===== src/rtl/tmds_pkg.sv =====
// Shared TMDS constants: symbol classes, control/guard-band symbols and the
// disparity counter width used by the encoder stages.
package tmds_pkg;

  localparam int CNT_W = 6;

  localparam logic [1:0] MODE_CTRL  = 2'd0;
  localparam logic [1:0] MODE_DATA  = 2'd1;
  localparam logic [1:0] MODE_GUARD = 2'd2;

  localparam logic [9:0] CTRL_SYM_00 = 10'b1101010100;
  localparam logic [9:0] CTRL_SYM_01 = 10'b0010101011;
  localparam logic [9:0] CTRL_SYM_10 = 10'b0101010100;
  localparam logic [9:0] CTRL_SYM_11 = 10'b1010101011;

  localparam logic [9:0] GUARD_SYM_CH02 = 10'b1011001100;
  localparam logic [9:0] GUARD_SYM_CH1  = 10'b0100110011;

  function automatic logic [9:0] ctrl_symbol(input logic [1:0] ctrl);
    logic [9:0] sym;
    case (ctrl)
      2'b00:   sym = CTRL_SYM_00;
      2'b01:   sym = CTRL_SYM_01;
      2'b10:   sym = CTRL_SYM_10;
      default: sym = CTRL_SYM_11;
    endcase
    return sym;
  endfunction

endpackage


===== src/rtl/tmds_popcount8.sv =====
// Number of set bits in an 8-bit word (0..8).
module tmds_popcount8 (
  input  logic [7:0] i_data,
  output logic [3:0] o_count
);

  always_comb begin
    o_count = '0;
    for (int i = 0; i < 8; i++) begin
      o_count = o_count + {3'b000, i_data[i]};
    end
  end

endmodule


===== src/rtl/tmds_dc_balancer.sv =====
// TMDS DC-balancing stage: turns a 9-bit q_m word into a 10-bit symbol using a
// running disparity counter, and substitutes control/guard-band symbols.
module tmds_dc_balancer
  import tmds_pkg::*;
#(
  parameter int CHANNEL = 0
) (
  input  logic       i_clk,
  input  logic       i_rst,
  input  logic [8:0] i_qm,
  input  logic [1:0] i_mode,
  input  logic [1:0] i_ctrl,
  output logic [9:0] o_tmds
);

  localparam logic [9:0] GUARD_SYM = (CHANNEL == 1) ? GUARD_SYM_CH1 : GUARD_SYM_CH02;

  logic [3:0] n1_comb;

  logic [8:0] qm_p1_d, qm_p1_q;
  logic [1:0] mode_p1_d, mode_p1_q;
  logic [1:0] ctrl_p1_d, ctrl_p1_q;
  logic [3:0] n1_p1_d, n1_p1_q;
  logic [3:0] n0_p1_d, n0_p1_q;

  logic [9:0]              tmds_p2_d, tmds_p2_q;
  logic signed [CNT_W-1:0] cnt_d, cnt_q;

  logic signed [CNT_W-1:0] n1_s, n0_s, q8x2_s, nq8x2_s;

  tmds_popcount8 u_popcount (
    .i_data  (i_qm[7:0]),
    .o_count (n1_comb)
  );

  // Stage 1: capture the word and its ones/zeros counts
  always_comb begin
    qm_p1_d   = i_qm;
    mode_p1_d = i_mode;
    ctrl_p1_d = i_ctrl;
    n1_p1_d   = n1_comb;
    n0_p1_d   = 4'd8 - n1_comb;
  end

  always_ff @(posedge i_clk) begin
    if (i_rst) begin
      qm_p1_q   <= '0;
      mode_p1_q <= MODE_CTRL;
      ctrl_p1_q <= 2'b00;
      n1_p1_q   <= '0;
      n0_p1_q   <= '0;
    end else begin
      qm_p1_q   <= qm_p1_d;
      mode_p1_q <= mode_p1_d;
      ctrl_p1_q <= ctrl_p1_d;
      n1_p1_q   <= n1_p1_d;
      n0_p1_q   <= n0_p1_d;
    end
  end

  // Stage 2: symbol selection and disparity update from the pre-update cnt
  always_comb begin
    n1_s    = $signed({{(CNT_W-4){1'b0}}, n1_p1_q});
    n0_s    = $signed({{(CNT_W-4){1'b0}}, n0_p1_q});
    q8x2_s  = qm_p1_q[8] ? $signed(CNT_W'(2)) : $signed(CNT_W'(0));
    nq8x2_s = qm_p1_q[8] ? $signed(CNT_W'(0)) : $signed(CNT_W'(2));
    tmds_p2_d = ctrl_symbol(ctrl_p1_q);
    cnt_d     = '0;
    case (mode_p1_q)
      MODE_DATA: begin
        if (cnt_q == 0 || n1_s == n0_s) begin
          tmds_p2_d = {~qm_p1_q[8], qm_p1_q[8], qm_p1_q[8] ? qm_p1_q[7:0] : ~qm_p1_q[7:0]};
          cnt_d     = qm_p1_q[8] ? (cnt_q + (n1_s - n0_s)) : (cnt_q + (n0_s - n1_s));
        end else if ((cnt_q > 0 && n1_s > n0_s) || (cnt_q < 0 && n0_s > n1_s)) begin
          tmds_p2_d = {1'b1, qm_p1_q[8], ~qm_p1_q[7:0]};
          cnt_d     = cnt_q + q8x2_s + (n0_s - n1_s);
        end else begin
          tmds_p2_d = {1'b0, qm_p1_q[8], qm_p1_q[7:0]};
          cnt_d     = cnt_q + (n1_s - n0_s) - nq8x2_s;
        end
      end
      MODE_GUARD: tmds_p2_d = GUARD_SYM;
      default:    tmds_p2_d = ctrl_symbol(ctrl_p1_q);
    endcase
  end

  always_ff @(posedge i_clk) begin
    if (i_rst) begin
      tmds_p2_q <= CTRL_SYM_00;
      cnt_q     <= '0;
    end else begin
      tmds_p2_q <= tmds_p2_d;
      cnt_q     <= cnt_d;
    end
  end

  assign o_tmds = tmds_p2_q;

endmodule


===== config.mk =====
export PLATFORM = sky130hd
export DESIGN_NAME = tmds_dc_balancer
export DESIGN_NICKNAME = d
export VERILOG_FILES = /design/src/rtl/tmds_pkg.sv /design/src/rtl/tmds_popcount8.sv /design/src/rtl/tmds_dc_balancer.sv
export SDC_FILE = /design/constraint.sdc
export NUM_CORES = 1
export LEC_CHECK = 0
export CORE_ASPECT_RATIO = 0.5
export CORE_UTILIZATION = 57
export CTS_CLUSTER_SIZE = 25
export DETAILED_ROUTE_END_ITERATION = 7
export PLACE_DENSITY = 0.89
export SETUP_SLACK_MARGIN = 0.1
export SLEW_MARGIN = 20
export SYNTH_ARGS = -nofsm -noshare
export SYNTH_HDL_FRONTEND = slang
export SYNTH_SLANG_ARGS = --single-unit

===== constraint.sdc =====
create_clock -name i_clk -period 4.71 [get_ports i_clk]
set_input_delay 0.942 -clock i_clk [delete_from_list [all_inputs] [get_ports i_clk]]
set_output_delay 0.942 -clock i_clk [all_outputs]
set_load 0.02 [all_outputs]

==> key figures <==
Power and ir drop
  – Combinational group share of total power: 62.9%
  – Pwr dens: 616.0 mW/mm2
  – Overall power: 1.737 mW
  – Peak supply drop: 295.8 uV
  – Power spent charging and discharging nets: 743.7 uW
  – Design internal power: 993.4 uW
  – Leakage power: 1.270 nW
  – Share of power burned in the clock network: 16.1%
  – Register share of total power: 21.1%
  – Proportion of total power due to net switching: 42.81%

Die
  – Initial Utilization: 61.06%
  – Site Rows: 16
  – Die Area: 0.004571 mm2
  – Number of top-level pins: 25
  – Die height: 48.31 um
  – Die width: 94.62 um
  – Area of the placeable core: 0.004004 mm2

Worst setup path
  – Cell mode on critical path: sky130_fd_sc_hd__fa_1
  – Worst Reg2Reg Path Length in Cells: 14
  – Highest cell delay on the worst timing path: 0.50 ns
  – Nature of the critical path endpoint: register
  – Critical path type: in -> reg
  – Max Fanout on Critical Path: 3
  – Cell class contributing the biggest share of worst-path delay: adder cells
  – Sort of element at the start of the critical path: input pin
  – Beginning of the critical path: i_qm[1]
  – Crit path cell chain: clkdlybuf4s50_1 -> ha_1 -> inv_1 -> fa_1 -> fa_1 -> fa_1 -> fa_1 -> ha_1 -> xnor2_1 -> nor2_1
  – WP data arrival: 4.00 ns
  – Worst-path cell with the longest stage delay: sky130_fd_sc_hd__fa_1
  – Critical path depth: 10
  – Number of buffer and inverter instances along the worst setup path: 2
  – CP Data Required Time: 4.85 ns
  – Register-to-register path setup slack: 1.44 ns
  – FF-to-FF End: cnt_q[5]$_SDFF_PP0_
  – Startpoint of the worst-slack reg-to-reg timing path: n1_p1_q[1]$_SDFF_PP0_

Route
  – Number of vias per cell after detailed routing: 5.409
  – Avg WL per Cell: 15.00 um
  – Number of DRC markers after the initial detailed-route iteration: 110
  – DRC violation count after routing: 0
  – Overall via count from detail_route: 1850
  – Post-detailed-routing wire length: 5129 um
  – Number of search-and-repair iterations in the first detailed-routing pass: 4
  – Detail Route Antenna Nets: 0

Synth
  – Sequential share of the synthesized area: 28.66%
  – Xor and xnor fraction of the mapped netlist area: 9.519%
  – Flip-flop and latch count after synthesis: 35
  – Number of nets in the synthesized netlist: 321
  – Gate count after technology mapping: 264
  – Flip-flop cell with the highest count after synthesis: sky130_fd_sc_hd__dfxtp_1
  – Basic-gate share of the synthesized area counting and, or, nand and nor cells: 14.07%
  – Synth async-reset ratio: 0%
  – Post-Synthesis Cell Area: 0.002445 mm2
  – Post-synthesis cell type count: 46
  – Count of flip-flops with a built-in enable after synthesis: 0
  – Syn Area/Cell: 9.261 um2
  – Largest family of logic cells by synthesized area: adder cells
  – Portion of netlist area occupied by mux cells: 0.4094%
  – Count of yosys warnings during synthesis: 0
  – Compound-Gate Fraction of Synth Area: 15.35%
  – Share of synthesized cell area in full adder, half adder and majority cells: 24.56%

Timing
  – Setup total negative slack: 0 ns
  – Max Transition Viols Final: 0
  – Peak Freq: 0.2590 GHz
  – Final period utilization: 81.97%
  – Unrepaired setup endpoints after global routing: no
  – Fin. Hold Viols: 0
  – Remaining max-slew budget at the tightest pin: 39.85%
  – Setup violations, final: 0
  – Least-Margin Pin Slew: 0.8995 ns
  – Final worst clock skew: 0.006103 ns
  – Final Critical Period: 3.861 ns

CTS
  – Clock latency reported for the late side of the worst-skew pair: 0.29 ns
  – Number of clock sinks: 35
  – Clock root buffer master: sky130_fd_sc_hd__clkbuf_8
  – Clock slew seen by the registers of the worst setup and hold paths: 0.07 ns
  – Number of clock buffers inserted by TritonCTS: 5
  – Number of buffers inserted to repair setup after CTS: 0
  – CTS tree: yes
  – Number of H-tree levels: 2
  – Largest buffer count on any clock path: 2
  – Hold bufs inserted after CTS: 0
  – Post-cts resize count: 0

Place
  – Number of placed instances, taps included: 334
  – Number of port buffers: 24
  – HPWL after DPL: 3759 um
  – Final Wtd Congestion: 0.9208

Global route
  – Global route overflow: 0
  – Global Route Usage Sum: 24.51%
  – Number of global-route vias before repair: 1913
  – Number of antenna violations at the first check in global routing: 0
  – Maximum number of pins on one net before global-route repair: 27
  – Wire length of the first global-routing pass: 8576 um

Worst hold path
  – Class of the most critical hold timing path: reg -> reg
  – Worst Hold Path Cells: 2
  – Critical hold path startpoint: qm_p1_q[2]$_SDFF_PP0_
  – Hold EP: o_tmds[2]$_SDFF_PP1_

Final layout
  – Area growth from synthesis to layout: 15.35%
  – Flip-flop and latch area: 700.7 um2
  – Fraction of the core area covered by cells at the end of the flow: 70.44%
  – Area of the multi-input gates: 0.001563 mm2
  – Number of cells in the finished layout apart from fillers: 342
  – Number of diodes: 0
  – Total number of nets in the final design: 344
  – Fill count: 280
  – Layout cells sized above 1: 5.556%

Run
  – Max capacitance violation total: 0

Run status
  – Outcome: completed
synthesized netlist by cell type (all sizes together), types with 2 or more instances:
master | number | share of area [%]
a31oi | 2 | 0.51
nor2b | 12 | 3.1
fa | 10 | 8.2
ha | 32 | 16
o211ai | 3 | 1.1
a21o | 7 | 2.1
nor3 | 3 | 0.61
clkbuf | 2 | 0.31
nor2 | 26 | 4.0
nand3 | 7 | 1.4
or3 | 2 | 0.56
a211oi | 2 | 0.61
o2bb2ai | 3 | 1.1
xor2 | 4 | 1.4
o21a | 3 | 1.5
o22ai | 2 | 0.51
dfxtp | 35 | 29
a21oi | 8 | 1.6
xnor2 | 20 | 7.2
buf | 6 | 1.7
nand2b | 3 | 0.77
nand2 | 13 | 2.0
o21ai | 9 | 2.0
inv | 35 | 5.4
cell usage in the layout, fill, tap and decap left out, types with 2 or more instances in the layout:
cell type / count
sky130_fd_sc_hd__inv_1: 35
sky130_fd_sc_hd__dfxtp_1: 35
sky130_fd_sc_hd__ha_1: 32
sky130_fd_sc_hd__nor2_1: 26
sky130_fd_sc_hd__clkdlybuf4s50_1: 24
sky130_fd_sc_hd__xnor2_1: 20
sky130_fd_sc_hd__nand2_1: 13
sky130_fd_sc_hd__nor2b_1: 12
sky130_fd_sc_hd__fa_1: 10
sky130_fd_sc_hd__a21oi_1: 8
sky130_fd_sc_hd__o21ai_0: 8
sky130_fd_sc_hd__a21o_1: 7
sky130_fd_sc_hd__nand3_1: 7
sky130_fd_sc_hd__clkbuf_8: 6
sky130_fd_sc_hd__xor2_1: 4
sky130_fd_sc_hd__nor3_1: 3
sky130_fd_sc_hd__o2bb2ai_1: 3
sky130_fd_sc_hd__nand2b_1: 3
sky130_fd_sc_hd__o21a_4: 2
sky130_fd_sc_hd__a211oi_1: 2
sky130_fd_sc_hd__o22ai_1: 2
sky130_fd_sc_hd__o211ai_1: 2
sky130_fd_sc_hd__a31oi_1: 2
tightest hold or removal path, cell delays in order, from the launching register on:
cell                      delay, ns
sky130_fd_sc_hd__dfxtp_1       0.31
sky130_fd_sc_hd__nand3_1       0.07
sky130_fd_sc_hd__nand3_1       0.07
logic make-up (layout without fill, tap and decap cells):
family | Yosys count | after routing
buf+inv | 43 | 67
flops | 35 | 35
simple gates | 71 | 71
mux | 1 | 1
fa+ha+maj | 42 | 42
compound gates | 47 | 47
xor+xnor | 25 | 25
sequential cells by signal (all words and copies together), names as in the netlist:
signal,cells
mode_p1_q,2
qm_p1_q,9
cnt_q,6
n0_p1_q,3
ctrl_p1_q,2
n1_p1_q,3
o_tmds,10
metrics by stage:
| step | cell area (um2) | setup slack (ns) | hold slack, ns |
|---|---|---|---|
| global placement | 2703 | 0.6604 | 0.4698 |
| floorplan | 2445 | 1.163 | 0.4511 |
| detailed placement | 2703 | 0.5620 | 0.4724 |
| global route | 2820 | 0.7263 | 0.5170 |
| finish | 2820 | 0.8490 | 0.4911 |
| CTS | 2820 | 0.8339 | 0.4904 |
how the worst max path moves through the flow:
| stage | endpoint | slack [ns] |
|---|---|---|
| after floorplan | n0_p1_q[1]$_SDFF_PP0_ | 1.16 |
| after detailed placement | n0_p1_q[2]$_SDFF_PP0_ | 0.56 |
| final | n0_p1_q[2]$_SDFF_PP0_ | 0.85 |
| after CTS | n0_p1_q[2]$_SDFF_PP0_ | 0.83 |
| after global routing | n0_p1_q[2]$_SDFF_PP0_ | 0.73 |
| after global placement | n0_p1_q[2]$_SDFF_PP0_ | 0.66 |
power groups by stage:
stage                     clock network (mW)  registers [mW]  logic [mW]
after floorplan                            0           0.369       0.859
after global placement                     0           0.369        1.00
after detailed placement                   0           0.372        1.05
after CTS                              0.280           0.366        1.08
after global routing                   0.292           0.370        1.19
final                                  0.279           0.366        1.09
layout make-up:
class | instances | share of cell area, %
well taps | 54 | 2.396
multi-input cells | 186 | 55.41
clock inverters | 2 | 1.242
repair buffers | 24 | 8.518
clock buffers | 6 | 2.928
flip-flops and latches | 35 | 24.84
inverters | 35 | 4.658
routing by layer:
layer  global-route usage, %  part of all wire, %
met5                       0                    0
met1                   28.29                   43
met4                   10.86                  2.4
met3                   3.302                  2.8
met2                   45.08                   51
Power figures use the tool's default switching activity.
